## src/rtl/perf_rpt_pkg.sv

```systemverilog
// Shared types and constants for the performance-counter report block.
// The header byte option is enabled by defining PERF_RPT_HDR_EN.
package perf_rpt_pkg;

    typedef enum logic [1:0] {
        IDLE   = 2'd0,
        SETTLE = 2'd1,
        SEND   = 2'd2
    } state_e;

    localparam int          PAYLOAD_BYTES = 4;
    localparam logic [7:0]  HDR_DEFAULT   = 8'hA5;
    localparam int          IDX_W         = 3;

    // Position 0 is the header; positions 1..4 are the counter bytes, MSB first.
    function automatic logic [7:0] rpt_byte(
        input logic [7:0]       hdr,
        input logic [15:0]      cyc,
        input logic [15:0]      ins,
        input logic [IDX_W-1:0] pos
    );
        logic [7:0] b;
        b = 8'h00;
        case (pos)
            3'd0:    b = hdr;
            3'd1:    b = cyc[15:8];
            3'd2:    b = cyc[7:0];
            3'd3:    b = ins[15:8];
            3'd4:    b = ins[7:0];
            default: b = 8'h00;
        endcase
        return b;
    endfunction

endpackage

```

## src/rtl/perf_rpt_txreg.sv

```systemverilog
// Output holding register for the report byte stream plus the valid/ready
// transfer detect; the byte stays put until the IO pipe takes it.
module perf_rpt_txreg
    import perf_rpt_pkg::*;
(
    input  logic       clk,
    input  logic       rst,
    input  logic       load,
    input  logic [7:0] load_data,
    input  logic       clear,
    input  logic       tx_ready,
    output logic [7:0] tx_data,
    output logic       tx_valid,
    output logic       xfer
);

    logic [7:0] data_q, data_d;
    logic       valid_q, valid_d;

    // NOTE: every signal written here gets a default first, so no latch can form.
    always_comb begin
        data_d  = data_q;
        valid_d = valid_q;
        if (load) begin
            data_d  = load_data;
            valid_d = 1'b1;
        end else if (clear) begin
            valid_d = 1'b0;
        end
    end

    // NOTE: state updates use non-blocking assignments so all flops see pre-edge values.
    always_ff @(posedge clk) begin
        if (rst) begin
            data_q  <= 8'h00;
            valid_q <= 1'b0;
        end else begin
            data_q  <= data_d;
            valid_q <= valid_d;
        end
    end

    assign tx_data  = data_q;
    assign tx_valid = valid_q;
    assign xfer     = valid_q & tx_ready;

endmodule

```

## src/rtl/perf_report.sv

```systemverilog
// Serialises a frozen snapshot of the cycle/instruction counters onto a
// valid/ready byte pipe. Define PERF_RPT_HDR_EN to prefix the HDR_BYTE header.
module perf_report
    import perf_rpt_pkg::*;
#(
    parameter logic [7:0] HDR_BYTE = HDR_DEFAULT
) (
    input  logic        clk,
    input  logic        rst,
    input  logic        stp_cnt,
    input  logic [15:0] instr_cnt,
    input  logic [15:0] cycle_cnt,
    output logic [7:0]  tx_data,
    output logic        tx_valid,
    input  logic        tx_ready,
    output logic        busy,
    output logic        done,
    output logic        drop
);

`ifdef PERF_RPT_HDR_EN
    localparam int              NBYTES  = PAYLOAD_BYTES + 1;
    localparam logic [IDX_W-1:0] POS_OFS = 3'd0;
`else
    localparam int              NBYTES  = PAYLOAD_BYTES;
    localparam logic [IDX_W-1:0] POS_OFS = 3'd1;
`endif
    localparam logic [IDX_W-1:0] LAST_IDX = IDX_W'(NBYTES - 1);

    state_e           state_q, state_d;
    logic [IDX_W-1:0] idx_q, idx_d;
    logic [15:0]      snap_cyc_q, snap_cyc_d;
    logic [15:0]      snap_ins_q, snap_ins_d;
    logic             done_q, done_d;
    logic             drop_q, drop_d;

    logic             tx_load;
    logic             tx_clear;
    logic [7:0]       tx_byte;
    logic             xfer;

    always_comb begin
        state_d    = state_q;
        idx_d      = idx_q;
        snap_cyc_d = snap_cyc_q;
        snap_ins_d = snap_ins_q;
        done_d     = 1'b0;
        drop_d     = drop_q | (stp_cnt && (state_q != IDLE));
        tx_load    = 1'b0;
        tx_clear   = 1'b0;
        tx_byte    = 8'h00;

        case (state_q)
            IDLE: begin
                if (stp_cnt) state_d = SETTLE;
            end
            SETTLE: begin
                // The first byte comes straight from the values being captured.
                snap_cyc_d = cycle_cnt;
                snap_ins_d = instr_cnt;
                idx_d      = '0;
                tx_load    = 1'b1;
                tx_byte    = rpt_byte(HDR_BYTE, cycle_cnt, instr_cnt, POS_OFS);
                state_d    = SEND;
            end
            SEND: begin
                if (xfer) begin
                    if (idx_q == LAST_IDX) begin
                        tx_clear = 1'b1;
                        done_d   = 1'b1;
                        state_d  = IDLE;
                    end else begin
                        idx_d   = idx_q + 3'd1;
                        tx_load = 1'b1;
                        tx_byte = rpt_byte(HDR_BYTE, snap_cyc_q, snap_ins_q,
                                           idx_q + 3'd1 + POS_OFS);
                    end
                end
            end
            default: state_d = IDLE;
        endcase
    end

    // NOTE: the snapshot is an ordinary register, so it is cleared on reset like the rest.
    always_ff @(posedge clk) begin
        if (rst) begin
            state_q    <= IDLE;
            idx_q      <= '0;
            snap_cyc_q <= 16'h0000;
            snap_ins_q <= 16'h0000;
            done_q     <= 1'b0;
            drop_q     <= 1'b0;
        end else begin
            state_q    <= state_d;
            idx_q      <= idx_d;
            snap_cyc_q <= snap_cyc_d;
            snap_ins_q <= snap_ins_d;
            done_q     <= done_d;
            drop_q     <= drop_d;
        end
    end

    perf_rpt_txreg u_txreg (
        .clk       (clk),
        .rst       (rst),
        .load      (tx_load),
        .load_data (tx_byte),
        .clear     (tx_clear),
        .tx_ready  (tx_ready),
        .tx_data   (tx_data),
        .tx_valid  (tx_valid),
        .xfer      (xfer)
    );

    assign busy = (state_q != IDLE);
    assign done = done_q;
    assign drop = drop_q;

endmodule
```

## config.mk

```make
export PLATFORM = sky130hd
export DESIGN_NAME = perf_report
export DESIGN_NICKNAME = d
export VERILOG_FILES = /design/src/rtl/perf_rpt_pkg.sv /design/src/rtl/perf_rpt_txreg.sv /design/src/rtl/perf_report.sv
export SDC_FILE = /design/constraint.sdc
export NUM_CORES = 1
export LEC_CHECK = 0
export ABC_AREA = 1
export CELL_PAD_IN_SITES_DETAIL_PLACEMENT = 0
export CELL_PAD_IN_SITES_GLOBAL_PLACEMENT = 1
export CORE_MARGIN = 1.5
export CORE_UTILIZATION = 37
export CTS_CLUSTER_DIAMETER = 120
export CTS_CLUSTER_SIZE = 8
export DETAILED_ROUTE_END_ITERATION = 8
export GPL_TIMING_DRIVEN = 0
export HOLD_SLACK_MARGIN = 0.03
export PLACE_DENSITY_LB_ADDON = 0.3
export SYNTH_ARGS = -nofsm -noshare
export SYNTH_HDL_FRONTEND = slang
export SYNTH_SLANG_ARGS = --single-unit
```

## constraint.sdc

```tcl
create_clock -name clk -period 2.2 [get_ports clk]
set_input_delay 0.44 -clock clk [delete_from_list [all_inputs] [get_ports clk]]
set_output_delay 0.44 -clock clk [all_outputs]
set_load 0.01 [all_outputs]
```

# Word-level counts from Yosys, hierarchy flattened
# Index checks and enable logic that the tools add are counted.
# Widths: inputs -> output; s select.
word_totals:
  regBits: 48
  out_inout_bits: 12
  word_cells: 50
op_classes:
  addsub: 2
  n_eq_ne: 11
  muxes: 19
  n_bitwise: 2
  n_reduce_logical: 8
op_table:
  columns: ["operator", "n"]
  rows:
  - ["$pmux 8 s5", 1]
  - ["$mux 8", 2]
  - ["$pmux 8 s2", 1]
  - ["$eq 3x2->1 const B", 3]
  - ["$mux 1", 7]
  - ["$add 3x1->3 const B", 2]
  - ["$mux 2", 3]
  - ["$mux 3", 2]
  - ["$ne 2x2->1 const B", 3]
  - ["$pmux 2 s3", 1]
  - ["$pmux 3 s2", 1]
  - ["$reduce_and 3->1", 2]
  - ["$reduce_bool 2->1", 3]
  - ["$eq 3x1->1 const B", 1]
  - ["$eq 3x3->1 const B", 1]
  - ["$logic_not 3->1", 1]
  - ["$eq 2x1->1 const B", 1]
  - ["$eq 2x2->1 const B", 1]
  - ["$logic_not 2->1", 1]
  - ["$ne 2x1->1 const B", 1]
  - ["$pmux 1 s2", 1]
  - ["$and 1x1->1", 1]
  - ["$logic_and 1x1->1", 1]
  - ["$or 1x1->1", 1]

# Longest topological paths before layout
logic_depth:
  ltp_word: 7
  ltp_mapped: 11

# Cells and area by module
# Synthesis repeated with hierarchy kept, for this count alone.
unflattened:
  hier_cells: 322
  hier_area_um2: 2337.2
by_module_without_submodules:
  columns: ["mod", "n_inst", "cells_each", "area_each_um2", "seq_area_each_um2"]
  rows:
  - ["perf_report", 1, 282, 2025.7, 780.7]
  - ["perf_rpt_txreg", 1, 40, 311.5, 180.2]

# Worst setup path before layout
# No wires, ideal clock.
synth_timing:
  kind: "flip-flop to flip-flop"
  from: "register idx_q[1]"
  to: "register u_txreg.data_q[0] (netlist: u_txreg.tx_data[0])"
  setup_time_ns: 0.119
  t_arrival_ns: 1.488
  t_required_ns: 2.081
  setup_slack_ns: 0.593
  stages_incl_launch_ff: 11
  cell_sequence: "dfxtp_1 ha_1 ha_1 inv_2 nand2_8 nand3_1 nand2_1 nor2_2 nor2_8 nand2_1 a21oi_1"
synth_via:
  elab_chain_len: 7
synth_lines:
  columns: ["item", "line_no", "source"]
  rows:
  - ["from (decl)", "perf_report.sv:31", "logic [IDX_W-1:0] idx_q, idx_d;"]
  - ["from (signal assigned)", "perf_report.sv:95", "idx_q <= idx_d;"]
  - ["$add 3x1->3 (2 in a row)", "perf_report.sv:76", "idx_q + 3'd1 + POS_OFS);"]
  - ["$eq 3x3->1 (tied with other cells)", "perf_rpt_pkg.sv:24", "case (pos)"]
  - ["$pmux 8 s5", "perf_rpt_pkg.sv:24", null]
  - ["$mux 8", "perf_report.sv:68", "if (idx_q == LAST_IDX) begin"]
  - ["$mux 8", "perf_report.sv:67", "if (xfer) begin"]
  - ["$pmux 8 s2", "perf_report.sv:53", "case (state_q)"]
  - ["to (signal assigned)", "perf_rpt_txreg.sv:38", "data_q <= data_d;"]
  - ["to (decl)", "perf_rpt_txreg.sv:17", "logic [7:0] data_q, data_d;"]
# Several ways; a longest one is shown, not always the timed one.
# A chain may end at the register's enable or synchronous reset.

# Worst setup path after layout
layout_timing:
  from: "register state_q[0]"
  to: "output port busy"
layout_via:
  elab_chain_len: 1
layout_lines:
  columns: ["item", "line_no", "source"]
  rows:
  - ["from (decl)", "perf_report.sv:30", "state_e state_q, state_d;"]
  - ["from (signal assigned)", "perf_report.sv:94", "state_q <= state_d;"]
  - ["$reduce_bool 2->1", "perf_report.sv:115", "assign busy = (state_q != IDLE);"]
  - ["to (decl)", "perf_report.sv:16", "output logic busy,"]
# Every way passes these cells.

==> metrics.txt <==
# TYPE chip_impl_metric gauge
chip_impl_info{name="run_status",value="complete, no violations"} 1
chip_impl_metric{name="maxCapViolations",unit=""} 0
chip_impl_metric{name="synthXorXnorAreaFrac",unit=""} 0
chip_impl_metric{name="layout-drive-gt1-share",unit=""} 0.0897
chip_impl_metric{name="nNetsFinal",unit=""} 414
chip_impl_metric{name="cellInternalPower",unit="W"} 0.00188
chip_impl_metric{name="syn_inst",unit=""} 313
chip_impl_metric{name="clk-insertion-delay-late",unit="ps"} 300
chip_impl_metric{name="dp_worst_setup_slack",unit="ps"} 227
chip_impl_info{name="worstHoldStart",value="snap_cyc_q[13]"} 1
chip_impl_metric{name="timing.critical_path.slowest_cell_delay",unit="ps"} 540
chip_impl_metric{name="cts_hold_buffers",unit=""} 0
chip_impl_info{name="timing.critical_path.to_type",value="primary output"} 1
chip_impl_metric{name="coreArea",unit="um2"} 6030
chip_impl_metric{name="route.final.wire_length",unit="um"} 6100
chip_impl_metric{name="grt_antenna_before_repair",unit=""} 0
chip_impl_metric{name="postLayoutSetupSlackWorst",unit="ps"} 164
chip_impl_metric{name="cts_max_level",unit=""} 2
chip_impl_metric{name="drv_slew",unit=""} 0
chip_impl_metric{name="synth.area.mux_share",unit=""} 0
chip_impl_info{name="tritoncts_clock_tree",value="built"} 1
chip_impl_metric{name="die_w",unit="um"} 82.9
chip_impl_metric{name="critical_path.n_buffers_inverters",unit=""} 3
chip_impl_metric{name="cts.repair.resized",unit=""} 0
chip_impl_metric{name="path_clk_slew",unit="ps"} 90
chip_impl_metric{name="setup-violations-final",unit=""} 0
chip_impl_metric{name="power_frac_clock",unit=""} 0.184
chip_impl_metric{name="cell_depth_of_the_worst_flop_to_flop_path",unit=""} 8
chip_impl_metric{name="global_route.usage.met1",unit=""} 0.227
chip_impl_metric{name="p_leak",unit="nW"} 1.21
chip_impl_metric{name="worst_ir_drop_vdd",unit="mV"} 0.583
chip_impl_metric{name="floorplan.die_area",unit="um2"} 6870
chip_impl_info{name="final_common_cell",value="nor2_1"} 1
chip_impl_metric{name="warnings_synthesis",unit=""} 0
chip_impl_metric{name="floorplan.initialDensity",unit=""} 0.392
chip_impl_metric{name="cp_data_arrival_time",unit="ps"} 1600
chip_impl_metric{name="power.share.sequential",unit=""} 0.438
chip_impl_metric{name="globalRouteMet3Util",unit=""} 0.0378
chip_impl_info{name="timing.critical_path.cells",value="inv_1 > ha_1 > inv_1 > clkdlybuf4s50_1"} 1
chip_impl_info{name="timing_worst_setup_path_type",value="flip-flop to primary output"} 1
chip_impl_metric{name="power.density",unit="nW/um2"} 982
chip_impl_info{name="worst_hold_path_type",value="flip-flop to flip-flop"} 1
chip_impl_metric{name="synth.yosys.seq_area_share",unit=""} 0.407
chip_impl_metric{name="pin_count_of_the_biggest_net_entering_global_routing",unit=""} 14
chip_impl_metric{name="power.share.switching",unit=""} 0.366
chip_impl_metric{name="layout_worst_path_cycle_share",unit=""} 0.926
chip_impl_metric{name="tritoncts_num_sinks",unit=""} 48
chip_impl_metric{name="synthesized_area_fraction_occupied_by_and_or_nand_nor_cells",unit=""} 0.292
chip_impl_metric{name="area_after_dpl",unit="um2"} 2930
chip_impl_metric{name="critPathRequiredTime",unit="ps"} 1760
chip_impl_metric{name="post-dp-hpwl",unit="um"} 4610
chip_impl_metric{name="grt_pass1_vias",unit=""} 2178
chip_impl_info{name="worst_path_dominant_cell_family",value="buffers and inverters"} 1
chip_impl_info{name="crit_top_cell",value="inv_1"} 1
chip_impl_info{name="global_route.peak_usage_layer",value="met2"} 1
chip_impl_metric{name="grtUsageTotal",unit=""} 0.181
chip_impl_metric{name="timing.slew.headroom",unit=""} 0.649
chip_impl_metric{name="worstMarginPinSlew",unit="ps"} 527
chip_impl_info{name="hold-path-endpoint",value="snap_cyc_q[13]"} 1
chip_impl_metric{name="grt.overflow.total",unit=""} 0
chip_impl_info{name="worst_r2r_endpoint",value="u_txreg.tx_data[3]"} 1
chip_impl_metric{name="fin_worst_hold_slack",unit="ps"} 467
chip_impl_metric{name="antenna-diode-count",unit=""} 0
chip_impl_metric{name="viasPerCell",unit=""} 5.10
chip_impl_metric{name="global_route.usage.met2",unit=""} 0.307
chip_impl_metric{name="route.antenna.remaining_nets",unit=""} 0
chip_impl_metric{name="worstHoldPathCells",unit=""} 2
chip_impl_metric{name="skew",unit="ps"} 9.40
chip_impl_metric{name="placementRows",unit=""} 28
chip_impl_metric{name="dr_total_vias",unit=""} 2260
chip_impl_metric{name="clk_path_buf_depth",unit=""} 2
chip_impl_metric{name="finalHoldViolCount",unit=""} 0
chip_impl_metric{name="power.share.combinational",unit=""} 0.378
chip_impl_metric{name="postSynthNetCount",unit=""} 360
chip_impl_info{name="grt_setup_unrepaired",value="false"} 1
chip_impl_metric{name="synth_adder_area_share",unit=""} 0.0583
chip_impl_metric{name="dr.pass1.iters",unit=""} 4
chip_impl_metric{name="ios",unit=""} 48
chip_impl_metric{name="syn_to_final_growth",unit="%"} 27.7
chip_impl_info{name="r2r-start",value="idx_q[1]"} 1
chip_impl_metric{name="design_area",unit="um2"} 3020
chip_impl_info{name="mostFrequentLayoutCells",value="nor2_1 (51), dfxtp_1 (48), clkdlybuf4s50_1 (47)"} 1
chip_impl_metric{name="fp.dieH",unit="um"} 82.9
chip_impl_metric{name="synth-compound-area-share",unit=""} 0.166
chip_impl_metric{name="numPortBuffers",unit=""} 47
chip_impl_metric{name="synth.distinct_cells",unit=""} 27
chip_impl_metric{name="gp_routability_congestion",unit=""} 0.835
chip_impl_metric{name="first_drt_iteration_drcs",unit=""} 91
chip_impl_info{name="critical-path-slowest-cell",value="clkdlybuf4s50_1"} 1
chip_impl_metric{name="wire_per_inst",unit="um"} 13.8
chip_impl_info{name="critical_path_launch_point_type",value="flip-flop"} 1
chip_impl_metric{name="crit_path_max_fanout",unit=""} 4
chip_impl_metric{name="power",unit="W"} 0.00296
chip_impl_metric{name="timing.setup.tns",unit="ps"} 0
chip_impl_metric{name="synth.avg_cell_area",unit="um2"} 7.55
chip_impl_metric{name="reg_to_reg_slack_setup",unit="ps"} 440
chip_impl_info{name="clk_root_buffer_cell",value="clkbuf_8"} 1
chip_impl_info{name="combinational_family_with_the_most_area_after_synthesis",value="simple AND/OR/NAND/NOR gates"} 1
chip_impl_metric{name="post_synth_instance_area",unit="um2"} 2360
chip_impl_metric{name="cts.repair_timing.setup_buffer_count",unit=""} 0
chip_impl_metric{name="cts-buffers-inserted",unit=""} 5
chip_impl_metric{name="finalWorstPathRequiredPeriod",unit="ps"} 2040
chip_impl_metric{name="grt_pass1_wl",unit="um"} 10100
chip_impl_metric{name="switching_power",unit="W"} 0.00108
chip_impl_metric{name="post-route-drc-count",unit=""} 0
chip_impl_metric{name="fmax",unit="MHz"} 491
chip_impl_metric{name="synth_register_bits",unit=""} 48
cells by family (layout without fill, tap and decap cells):
group,count (synthesis),in the layout
flip-flops,48,48
AND/OR/NAND/NOR,141,141
AO/OA/AOI/OAI,73,73
adder cells (fa/ha/maj),11,11
buffers and inverters,40,95
synth_stat cells, drive strengths merged:
cell / instances / share of area
buf: 12 / 0.031
a21oi: 35 / 0.074
ha: 11 / 0.058
nand4: 24 / 0.064
a21boi: 1 / 0.0079
nand2: 49 / 0.089
nor3: 1 / 0.0069
a211oi: 1 / 0.0032
o21ai: 36 / 0.081
clkinv: 1 / 0.0021
clkbuf: 6 / 0.010
dfxtp: 48 / 0.41
nand3: 14 / 0.040
inv: 21 / 0.033
nor2: 53 / 0.092
power by group through the flow:
stage | sequential (W) | clock (W) | combinational, W
finish | 0.00130 | 0.000544 | 0.00112
global route | 0.00133 | 0.000605 | 0.00127
CTS | 0.00130 | 0.000557 | 0.00114
detailed placement | 0.00131 | 0 | 0.00113
global placement | 0.00131 | 0 | 0.00111
floorplan | 0.00130 | 0 | 0.000687
final cells by class:
class / instances / area (um2)
plain buffers: 18 / 97.6
clock buffers: 8 / 90.1
fillers: 629 / 3010
inverters: 22 / 83.8
multi-input cells: 225 / 1220
flip-flops and latches: 48 / 961
well taps: 75 / 93.8
repair buffers: 47 / 470
registers in the layout (all words and copies together) (netlist names):
| signal | cells |
|---|---|
| snap_cyc_q | 16 |
| snap_ins_q | 16 |
| u_txreg.tx_valid | 1 |
| idx_q | 3 |
| state_q | 2 |
| done | 1 |
| drop | 1 |
| u_txreg.tx_data | 8 |
through the flow:
stage | cells | util
global route | 443 | 0.501
detailed placement | 435 | 0.486
CTS | 443 | 0.501
global placement | 435 | 0.486
floorplan | 313 | -
finish | 443 | 0.501
worst max path at each step:
| stage | start | end | cells after the start |
|---|---|---|---|
| global route | state_q[0] | busy | 4 |
| global placement | rst | state_q[1] | 5 |
| floorplan | idx_q[1] | u_txreg.tx_data[0] | 10 |
| CTS | state_q[0] | busy | 4 |
| finish | state_q[0] | busy | 4 |
| detailed placement | rst | snap_ins_q[10] | 5 |
metal layers:
layer  vias up  share of wire
li1       1156              -
met1      1055           0.47
met2        36           0.47
met3        13          0.033
met4         0          0.025
met5         -              0
worst min-delay path, delay by kind of cell, from the launching register on:
kind / cells / cell delay, ps
AO/OA/AOI/OAI: 1 / 50
flip-flops: 1 / 320
AND/OR/NAND/NOR: 1 / 60
Note: power is estimated with default switching activity, not from simulation.
